<file path="config.mk">
export PLATFORM = sky130hd
export DESIGN_NAME = sync_fifo_fwft_flat
export DESIGN_NICKNAME = d
export VERILOG_FILES = /design/src/rtl/sync_fifo_pkg.sv /design/src/rtl/sync_fifo_fwft_if.sv /design/src/rtl/strobe_edge_detect.sv /design/src/rtl/sync_fifo_fwft.sv /design/src/flat_wrapper.sv
export SDC_FILE = /design/constraint.sdc
export NUM_CORES = 1
export LEC_CHECK = 0
export ABC_CLOCK_PERIOD_IN_PS = 5550
export BUFFER_PORTS_ARGS = -buffer_cell sky130_fd_sc_hd__buf_2
export CAP_MARGIN = 20
export CORE_UTILIZATION = 35
export CTS_BUF_LIST = sky130_fd_sc_hd__clkbuf_16
export DETAILED_ROUTE_END_ITERATION = 7
export PLACE_DENSITY = 0.59
export SLEW_MARGIN = 10
export SYNTH_ARGS = -nofsm -noshare
export SYNTH_HDL_FRONTEND = slang
export SYNTH_SLANG_ARGS = --single-unit
</file>
<file path="constraint.sdc">
create_clock -name clk -period 5.55 [get_ports clk]
set_clock_uncertainty 0.1 [all_clocks]
set_input_delay 0 -clock clk [delete_from_list [all_inputs] [get_ports clk]]
set_output_delay 0 -clock clk [all_outputs]
set_load 0.05 [all_outputs]
</file>
<file path="src/rtl/sync_fifo_pkg.sv">
// Shared sizing helpers for the single-clock FWFT FIFO.
package sync_fifo_pkg;

  // Pointers and occupancy carry one extra bit so that a full FIFO is distinct from an empty one.
  function automatic int unsigned ptr_width(input int unsigned addr_width);
    return addr_width + 1;
  endfunction

  function automatic int unsigned default_af_level(input int unsigned addr_width);
    if (addr_width < 2) begin
      return 1 << addr_width;
    end
    return (1 << addr_width) - 2;
  endfunction

  localparam int unsigned DefaultAeLevel = 2;

endpackage

</file>
<file path="src/rtl/sync_fifo_fwft_if.sv">
// Request/response bundle between a FIFO user (master) and sync_fifo_fwft (slave).
interface sync_fifo_fwft_if #(
  parameter int unsigned DATA_WIDTH = 35,
  parameter int unsigned ADDR_WIDTH = 4
);
  import sync_fifo_pkg::*;

  localparam int unsigned PtrW = ptr_width(ADDR_WIDTH);

  logic                  clear;
  logic                  wr_en;
  logic [DATA_WIDTH-1:0] wr_data;
  logic                  rd_en;
  logic [DATA_WIDTH-1:0] rd_data;
  logic                  rd_valid;
  logic                  full;
  logic                  empty;
  logic                  almost_full;
  logic                  almost_empty;
  logic [PtrW-1:0]       count;
  logic                  overflow;
  logic                  underflow;
  logic [PtrW-1:0]       peak_level;

  modport master (
    output clear, wr_en, wr_data, rd_en,
    input  rd_data, rd_valid, full, empty, almost_full, almost_empty, count, overflow, underflow,
           peak_level
  );

  modport slave (
    input  clear, wr_en, wr_data, rd_en,
    output rd_data, rd_valid, full, empty, almost_full, almost_empty, count, overflow, underflow,
           peak_level
  );

endinterface

</file>
<file path="src/rtl/strobe_edge_detect.sv">
// Request qualifier: passes a level request through, or turns it into a one-cycle rising-edge pulse.
module strobe_edge_detect #(
  parameter bit EDGE = 1'b1
) (
  input  logic clk,
  input  logic rst,
  input  logic en,
  output logic req
);

  logic en_q;

  // Tracks en every cycle regardless of FIFO state, so a held request never re-fires.
  always_ff @(posedge clk or posedge rst) begin
    if (rst) begin
      en_q <= 1'b0;
    end else begin
      en_q <= en;
    end
  end

  assign req = EDGE ? (en & ~en_q) : en;

endmodule

</file>
<file path="src/rtl/sync_fifo_fwft.sv">
// Single-clock first-word-fall-through FIFO with fill level, thresholds and sticky error flags.
// Define SYNC_FIFO_PEAK_EN to build the peak_level high-water register; otherwise it reads 0.
module sync_fifo_fwft
  import sync_fifo_pkg::*;
#(
  parameter int unsigned DATA_WIDTH  = 35,
  parameter int unsigned ADDR_WIDTH  = 4,
  parameter bit          EDGE_STROBE = 1'b1,
  parameter int unsigned AF_LEVEL    = default_af_level(ADDR_WIDTH),
  parameter int unsigned AE_LEVEL    = DefaultAeLevel
) (
  input logic            clk,
  input logic            rst,
  sync_fifo_fwft_if.slave bus
);

  localparam int unsigned PtrW  = ptr_width(ADDR_WIDTH);
  localparam int unsigned Depth = 1 << ADDR_WIDTH;

  localparam logic [PtrW-1:0] AfLvl = PtrW'(AF_LEVEL);
  localparam logic [PtrW-1:0] AeLvl = PtrW'(AE_LEVEL);
  localparam logic [PtrW-1:0] One   = PtrW'(1);

  logic wr_req;
  logic rd_req;

  strobe_edge_detect #(
    .EDGE (EDGE_STROBE)
  ) u_wr_strobe (
    .clk (clk),
    .rst (rst),
    .en  (bus.wr_en),
    .req (wr_req)
  );

  strobe_edge_detect #(
    .EDGE (EDGE_STROBE)
  ) u_rd_strobe (
    .clk (clk),
    .rst (rst),
    .en  (bus.rd_en),
    .req (rd_req)
  );

  logic [PtrW-1:0]       wr_ptr_q, wr_ptr_d;
  logic [PtrW-1:0]       rd_ptr_q, rd_ptr_d;
  logic [PtrW-1:0]       count_q, count_d;
  logic                  overflow_q, overflow_d;
  logic                  underflow_q, underflow_d;
  logic [DATA_WIDTH-1:0] mem_q [Depth];

  logic full;
  logic empty;
  logic wr_acc;
  logic rd_acc;

  assign full  = (wr_ptr_q[ADDR_WIDTH] != rd_ptr_q[ADDR_WIDTH]) &&
                 (wr_ptr_q[ADDR_WIDTH-1:0] == rd_ptr_q[ADDR_WIDTH-1:0]);
  assign empty = (wr_ptr_q == rd_ptr_q);

  // Full is judged before any same-cycle pop, so a write into a full FIFO is always dropped.
  assign wr_acc = wr_req & ~full & ~bus.clear;
  assign rd_acc = rd_req & ~empty & ~bus.clear;

  always_comb begin
    wr_ptr_d    = wr_ptr_q;
    rd_ptr_d    = rd_ptr_q;
    count_d     = count_q;
    overflow_d  = overflow_q;
    underflow_d = underflow_q;
    if (bus.clear) begin
      wr_ptr_d    = '0;
      rd_ptr_d    = '0;
      count_d     = '0;
      overflow_d  = 1'b0;
      underflow_d = 1'b0;
    end else begin
      if (wr_acc) begin
        wr_ptr_d = wr_ptr_q + One;
      end
      if (rd_acc) begin
        rd_ptr_d = rd_ptr_q + One;
      end
      unique case ({wr_acc, rd_acc})
        2'b10:   count_d = count_q + One;
        2'b01:   count_d = count_q - One;
        default: count_d = count_q;
      endcase
      overflow_d  = overflow_q | (wr_req & full);
      underflow_d = underflow_q | (rd_req & empty);
    end
  end

  always_ff @(posedge clk or posedge rst) begin
    if (rst) begin
      wr_ptr_q    <= '0;
      rd_ptr_q    <= '0;
      count_q     <= '0;
      overflow_q  <= 1'b0;
      underflow_q <= 1'b0;
    end else begin
      wr_ptr_q    <= wr_ptr_d;
      rd_ptr_q    <= rd_ptr_d;
      count_q     <= count_d;
      overflow_q  <= overflow_d;
      underflow_q <= underflow_d;
    end
  end

  // Storage is never reset or flushed; the pointers alone define what is valid.
  always_ff @(posedge clk) begin
    if (wr_acc) begin
      mem_q[wr_ptr_q[ADDR_WIDTH-1:0]] <= bus.wr_data;
    end
  end

`ifdef SYNC_FIFO_PEAK_EN
  logic [PtrW-1:0] peak_q;

  always_ff @(posedge clk or posedge rst) begin
    if (rst) begin
      peak_q <= '0;
    end else if (bus.clear) begin
      peak_q <= '0;
    end else if (count_d > peak_q) begin
      peak_q <= count_d;
    end
  end

  assign bus.peak_level = peak_q;
`else
  assign bus.peak_level = '0;
`endif

  assign bus.rd_data      = mem_q[rd_ptr_q[ADDR_WIDTH-1:0]];
  assign bus.rd_valid     = ~empty;
  assign bus.full         = full;
  assign bus.empty        = empty;
  assign bus.count        = count_q;
  assign bus.almost_full  = (count_q >= AfLvl);
  assign bus.almost_empty = (count_q <= AeLvl);
  assign bus.overflow     = overflow_q;
  assign bus.underflow    = underflow_q;

endmodule

</file>
<file path="src/flat_wrapper.sv">
// flat-port wrapper written by rule: the top's interface ports become plain ports
module sync_fifo_fwft_flat import sync_fifo_pkg::*;
#(
  parameter int unsigned DATA_WIDTH  = 35,
  parameter int unsigned ADDR_WIDTH  = 4,
  parameter bit          EDGE_STROBE = 1'b1,
  parameter int unsigned AF_LEVEL    = default_af_level(ADDR_WIDTH),
  parameter int unsigned AE_LEVEL    = DefaultAeLevel
)
  (clk, rst, bus_clear, bus_wr_en, bus_wr_data, bus_rd_en, bus_rd_data, bus_rd_valid, bus_full, bus_empty, bus_almost_full, bus_almost_empty, bus_count, bus_overflow, bus_underflow, bus_peak_level);
  sync_fifo_fwft_if #(.DATA_WIDTH(DATA_WIDTH), .ADDR_WIDTH(ADDR_WIDTH)) bus_i ();
  input logic clk;
  input logic rst;
  input wire logic [$bits(bus_i.clear)-1:0] bus_clear;
  input wire logic [$bits(bus_i.wr_en)-1:0] bus_wr_en;
  input wire logic [$bits(bus_i.wr_data)-1:0] bus_wr_data;
  input wire logic [$bits(bus_i.rd_en)-1:0] bus_rd_en;
  output wire logic [$bits(bus_i.rd_data)-1:0] bus_rd_data;
  output wire logic [$bits(bus_i.rd_valid)-1:0] bus_rd_valid;
  output wire logic [$bits(bus_i.full)-1:0] bus_full;
  output wire logic [$bits(bus_i.empty)-1:0] bus_empty;
  output wire logic [$bits(bus_i.almost_full)-1:0] bus_almost_full;
  output wire logic [$bits(bus_i.almost_empty)-1:0] bus_almost_empty;
  output wire logic [$bits(bus_i.count)-1:0] bus_count;
  output wire logic [$bits(bus_i.overflow)-1:0] bus_overflow;
  output wire logic [$bits(bus_i.underflow)-1:0] bus_underflow;
  output wire logic [$bits(bus_i.peak_level)-1:0] bus_peak_level;
  assign bus_i.clear = bus_clear;
  assign bus_i.wr_en = bus_wr_en;
  assign bus_i.wr_data = bus_wr_data;
  assign bus_i.rd_en = bus_rd_en;
  assign bus_rd_data = bus_i.rd_data;
  assign bus_rd_valid = bus_i.rd_valid;
  assign bus_full = bus_i.full;
  assign bus_empty = bus_i.empty;
  assign bus_almost_full = bus_i.almost_full;
  assign bus_almost_empty = bus_i.almost_empty;
  assign bus_count = bus_i.count;
  assign bus_overflow = bus_i.overflow;
  assign bus_underflow = bus_i.underflow;
  assign bus_peak_level = bus_i.peak_level;
  sync_fifo_fwft #(.DATA_WIDTH(DATA_WIDTH), .ADDR_WIDTH(ADDR_WIDTH), .EDGE_STROBE(EDGE_STROBE), .AF_LEVEL(AF_LEVEL), .AE_LEVEL(AE_LEVEL)) u_core (.clk(clk), .rst(rst), .bus(bus_i));
endmodule
</file>
==> flow_metrics.tcl <==
set metrics [dict create \
    outcome "complete, but fails checks" \
    violations "hold timing" \
    routedWlPerCell_um 22.1 \
    seqPwrFrac_pct 54.0 \
    htreeDepth 2 \
    hold_violations 12 \
    p_per_area_nw_per_um2 338 \
    holdWs_ns -0.00764 \
    grt_pass1_wl_mm 70.9 \
    gp_congestion 0.690 \
    grt_pass1_vias 11400 \
    ys_warn_count 0 \
    clk_latency_ns 0.60 \
    drtIter0Drc 834 \
    die-width_um 257 \
    vias_per_cell 5.08 \
    cts_made_buffers 57 \
    endpoint_kind "primary output" \
    max_freq_mhz 237 \
    fillers 5599 \
    first_pass_iters 5 \
    comb_power_share_pct 5.5 \
    ioPinCount 92 \
    vias 10600 \
    finalNetCount 1249 \
    tightest_slew_ns 1.10 \
    maxCapViolCount 0 \
    insertedDiodeCount 0 \
    syn-cell-area_um2 22800 \
    wirelength_mm 46.2 \
    maxSlewViolCount 0 \
    p_clk_share_pct 40.5 \
    finalSetupViolations 0 \
    netlist_top_cells_count "edfxtp_1 (560), mux4_2 (140), a21oi_1 (45)" \
    final_util_pct 41.2 \
    hpwl_mm 27.5 \
    die_area_um2 66000 \
    synth_most_common_cell "edfxtp_1" \
    syn_inst 1049 \
    yosys-top-cells-area "edfxtp_1 (74%), mux4_2 (14%), dfrtp_1 (2.1%)" \
    grt_max_degree 86 \
    drive_above_1_share_pct 28.9 \
    async_flop_share_pct 3.28 \
    clock-sinks 579 \
    areaGrowthSynthToFinish_pct 16.4 \
    path_cells "buf_4 -> buf_4 -> mux4_2 -> nor2b_1 -> a211oi_1 -> a21oi_1 -> buf_2" \
    intPower_mw 7.04 \
    power_leakage_nw 8.18 \
    place_area_um2 24300 \
    start_util_pct 35.4 \
    synth_top_area_share_pct 73.9 \
    hold_class "in -> async" \
    critPathBufInv 3 \
    dieHeight_um 257 \
    avgSynthCellArea_um2 21.7 \
    synth_edf_count 560 \
    tns_ns 0 \
    cp.arrival_ns 4.12 \
    cts.clk_slew.worst_paths_ns 0.06 \
    ir_worst_vdd_uv 238 \
    critPathKind "reg -> out" \
    final.min_clock_period_ns 4.22 \
    grt.overflow.total 0 \
    antenna_found_initial 0 \
    swShare_pct 21.3 \
    coreArea_um2 64300 \
    power.switching_mw 1.90 \
    rows 93 \
    relSlewSlack_pct 26.7 \
    cp_top_family "buffers and inverters" \
    ys.flop_type "edfxtp_1" \
    seq_area_frac_synth_pct 76.0 \
    reg2reg_slack_ns 2.07 \
    rsz0062_at_grt "false" \
    yosys.area.top_type "edfxtp_1" \
    crit_top_cell "buf_4" \
    finalPower_mw 8.94 \
    detail-route-antenna-nets 0 \
    tritoncts "built" \
    cp-start-kind "flip-flop" \
    synthDistinctLibCells 50 \
    fin_crit_sh_pct 76.0 \
    grt.total_usage_pct 14.2 \
    cp_max_fo 48 \
    clock_path_buffers 3 \
    required_ns 5.45 \
    clock-root-buffer "clkbuf_16" \
    cp_slowest_stage_delay_ns 0.74 \
    ys_ff_latch 579 \
    slowest_stage "dfrtp_4" \
    final_area_um2 26500 \
    drc 0 \
    port_buffers 86 \
]
==> worst register-to-register path: cells and delay by family, from the launching register on <==
kind            cells  cell delay, ns
compound gates      1            0.19
simple gates        3            1.77
xor+xnor            1            0.18
flops               1            0.84
==> final cells by class <==
cell class                 instances  area (um2)  area share, %
inverter                           8        30.0          0.113
tap                              855        1070           4.04
sequential                       579       17300           65.4
clock inverter                    37         256          0.969
multi-input combinational        405        5130           19.4
clock buffer                      59        1480           5.58
timing repair buffer             149        1210           4.58
==> cells in the final DEF, fill, tap and decap left out, types with 16 or more instances in the layout <==
cell / count
clkbuf_16: 59
buf_2: 86
a21oi_1: 45
mux4_2: 140
inv_1: 17
a211oi_1: 37
and2_2: 16
nor2b_1: 37
dlygate4sd3_1: 41
mux2i_1: 37
edfxtp_1: 560
==> stage by stage <==
step / hold slack [ns] / setup slack (ns) / cells
floorplan: -0.149 / 2.29 / 1053
global placement: 0.0357 / 1.95 / 1940
detailed placement: 0.0407 / 1.94 / 1955
CTS: 0.00392 / 1.26 / 2092
global route: 0.0575 / 1.14 / 2092
finish: -0.00764 / 1.33 / 2092
==> timing repair <==
item / CTS / global route
buffers inserted: 0 / 0
resized for setup: 0 / 0
hold buffers: 41 / 0
hold endpoints to repair: 598 / 0
==> power groups by stage <==
| stage | Sequential [mW] | Clock [mW] | Combinational [mW] |
|---|---|---|---|
| after global placement | 4.92 | 0 | 0.468 |
| after CTS | 4.83 | 3.71 | 0.502 |
| after global routing | 4.83 | 3.86 | 0.530 |
| after detailed placement | 4.92 | 0 | 0.477 |
| final | 4.83 | 3.62 | 0.489 |
| after floorplan | 4.92 | 0 | 0.332 |
==> sequential cells by signal, summed over array words and instances, names as in the netlist <==
| signal | count |
|---|---|
| u_core.bus.count | 5 |
| u_core.u_wr_strobe.en_q | 1 |
| u_core.u_rd_strobe.en_q | 1 |
| u_core.bus.underflow | 1 |
| u_core.bus.overflow | 1 |
| u_core.rd_ptr_q | 5 |
| u_core.mem_q | 560 |
| u_core.wr_ptr_q | 5 |
==> cells by family (layout without fill, tap and decap cells) <==
logic type | after synthesis | after routing | synth area share, %
buffers and inverters | 69 | 253 | 1.63
xor gates and xnor gates | 14 | 14 | 0.753
DFF | 579 | 579 | 76.0
AOI/OAI and AO/OA | 101 | 101 | 2.95
other | 1 | 5 | 0.0165
muxes | 180 | 180 | 15.7
adders and majority gates | 9 | 9 | 0.528
and+or+nand+nor | 96 | 96 | 2.45
==> per-layer routing <==
layer | wire (um) | GRT usage (%) | vias up
li1 | - | - | 4670
met4 | 1070 | 4.53 | 0
met3 | 1450 | 2.06 | 72
met5 | 0 | 0 | -
met2 | 23400 | 24.2 | 204
met1 | 20200 | 18.7 | 5683
==> path summary, 6_finish.rpt <==
kind,start,endpoint,depth (start not counted)
max,u_core.rd_ptr_q[2],bus_rd_data[12],7
min,rst,u_core.bus.underflow,3
max reg2reg,u_core.rd_ptr_q[1],u_core.mem_q[1][18],5
min reg2reg,u_core.bus.underflow,u_core.bus.underflow,2
max in group asynchronous,rst,u_core.rd_ptr_q[1],3
min in group clk,bus_wr_data[4],u_core.mem_q[8][4],2
Power figures use the tool's default switching activity.
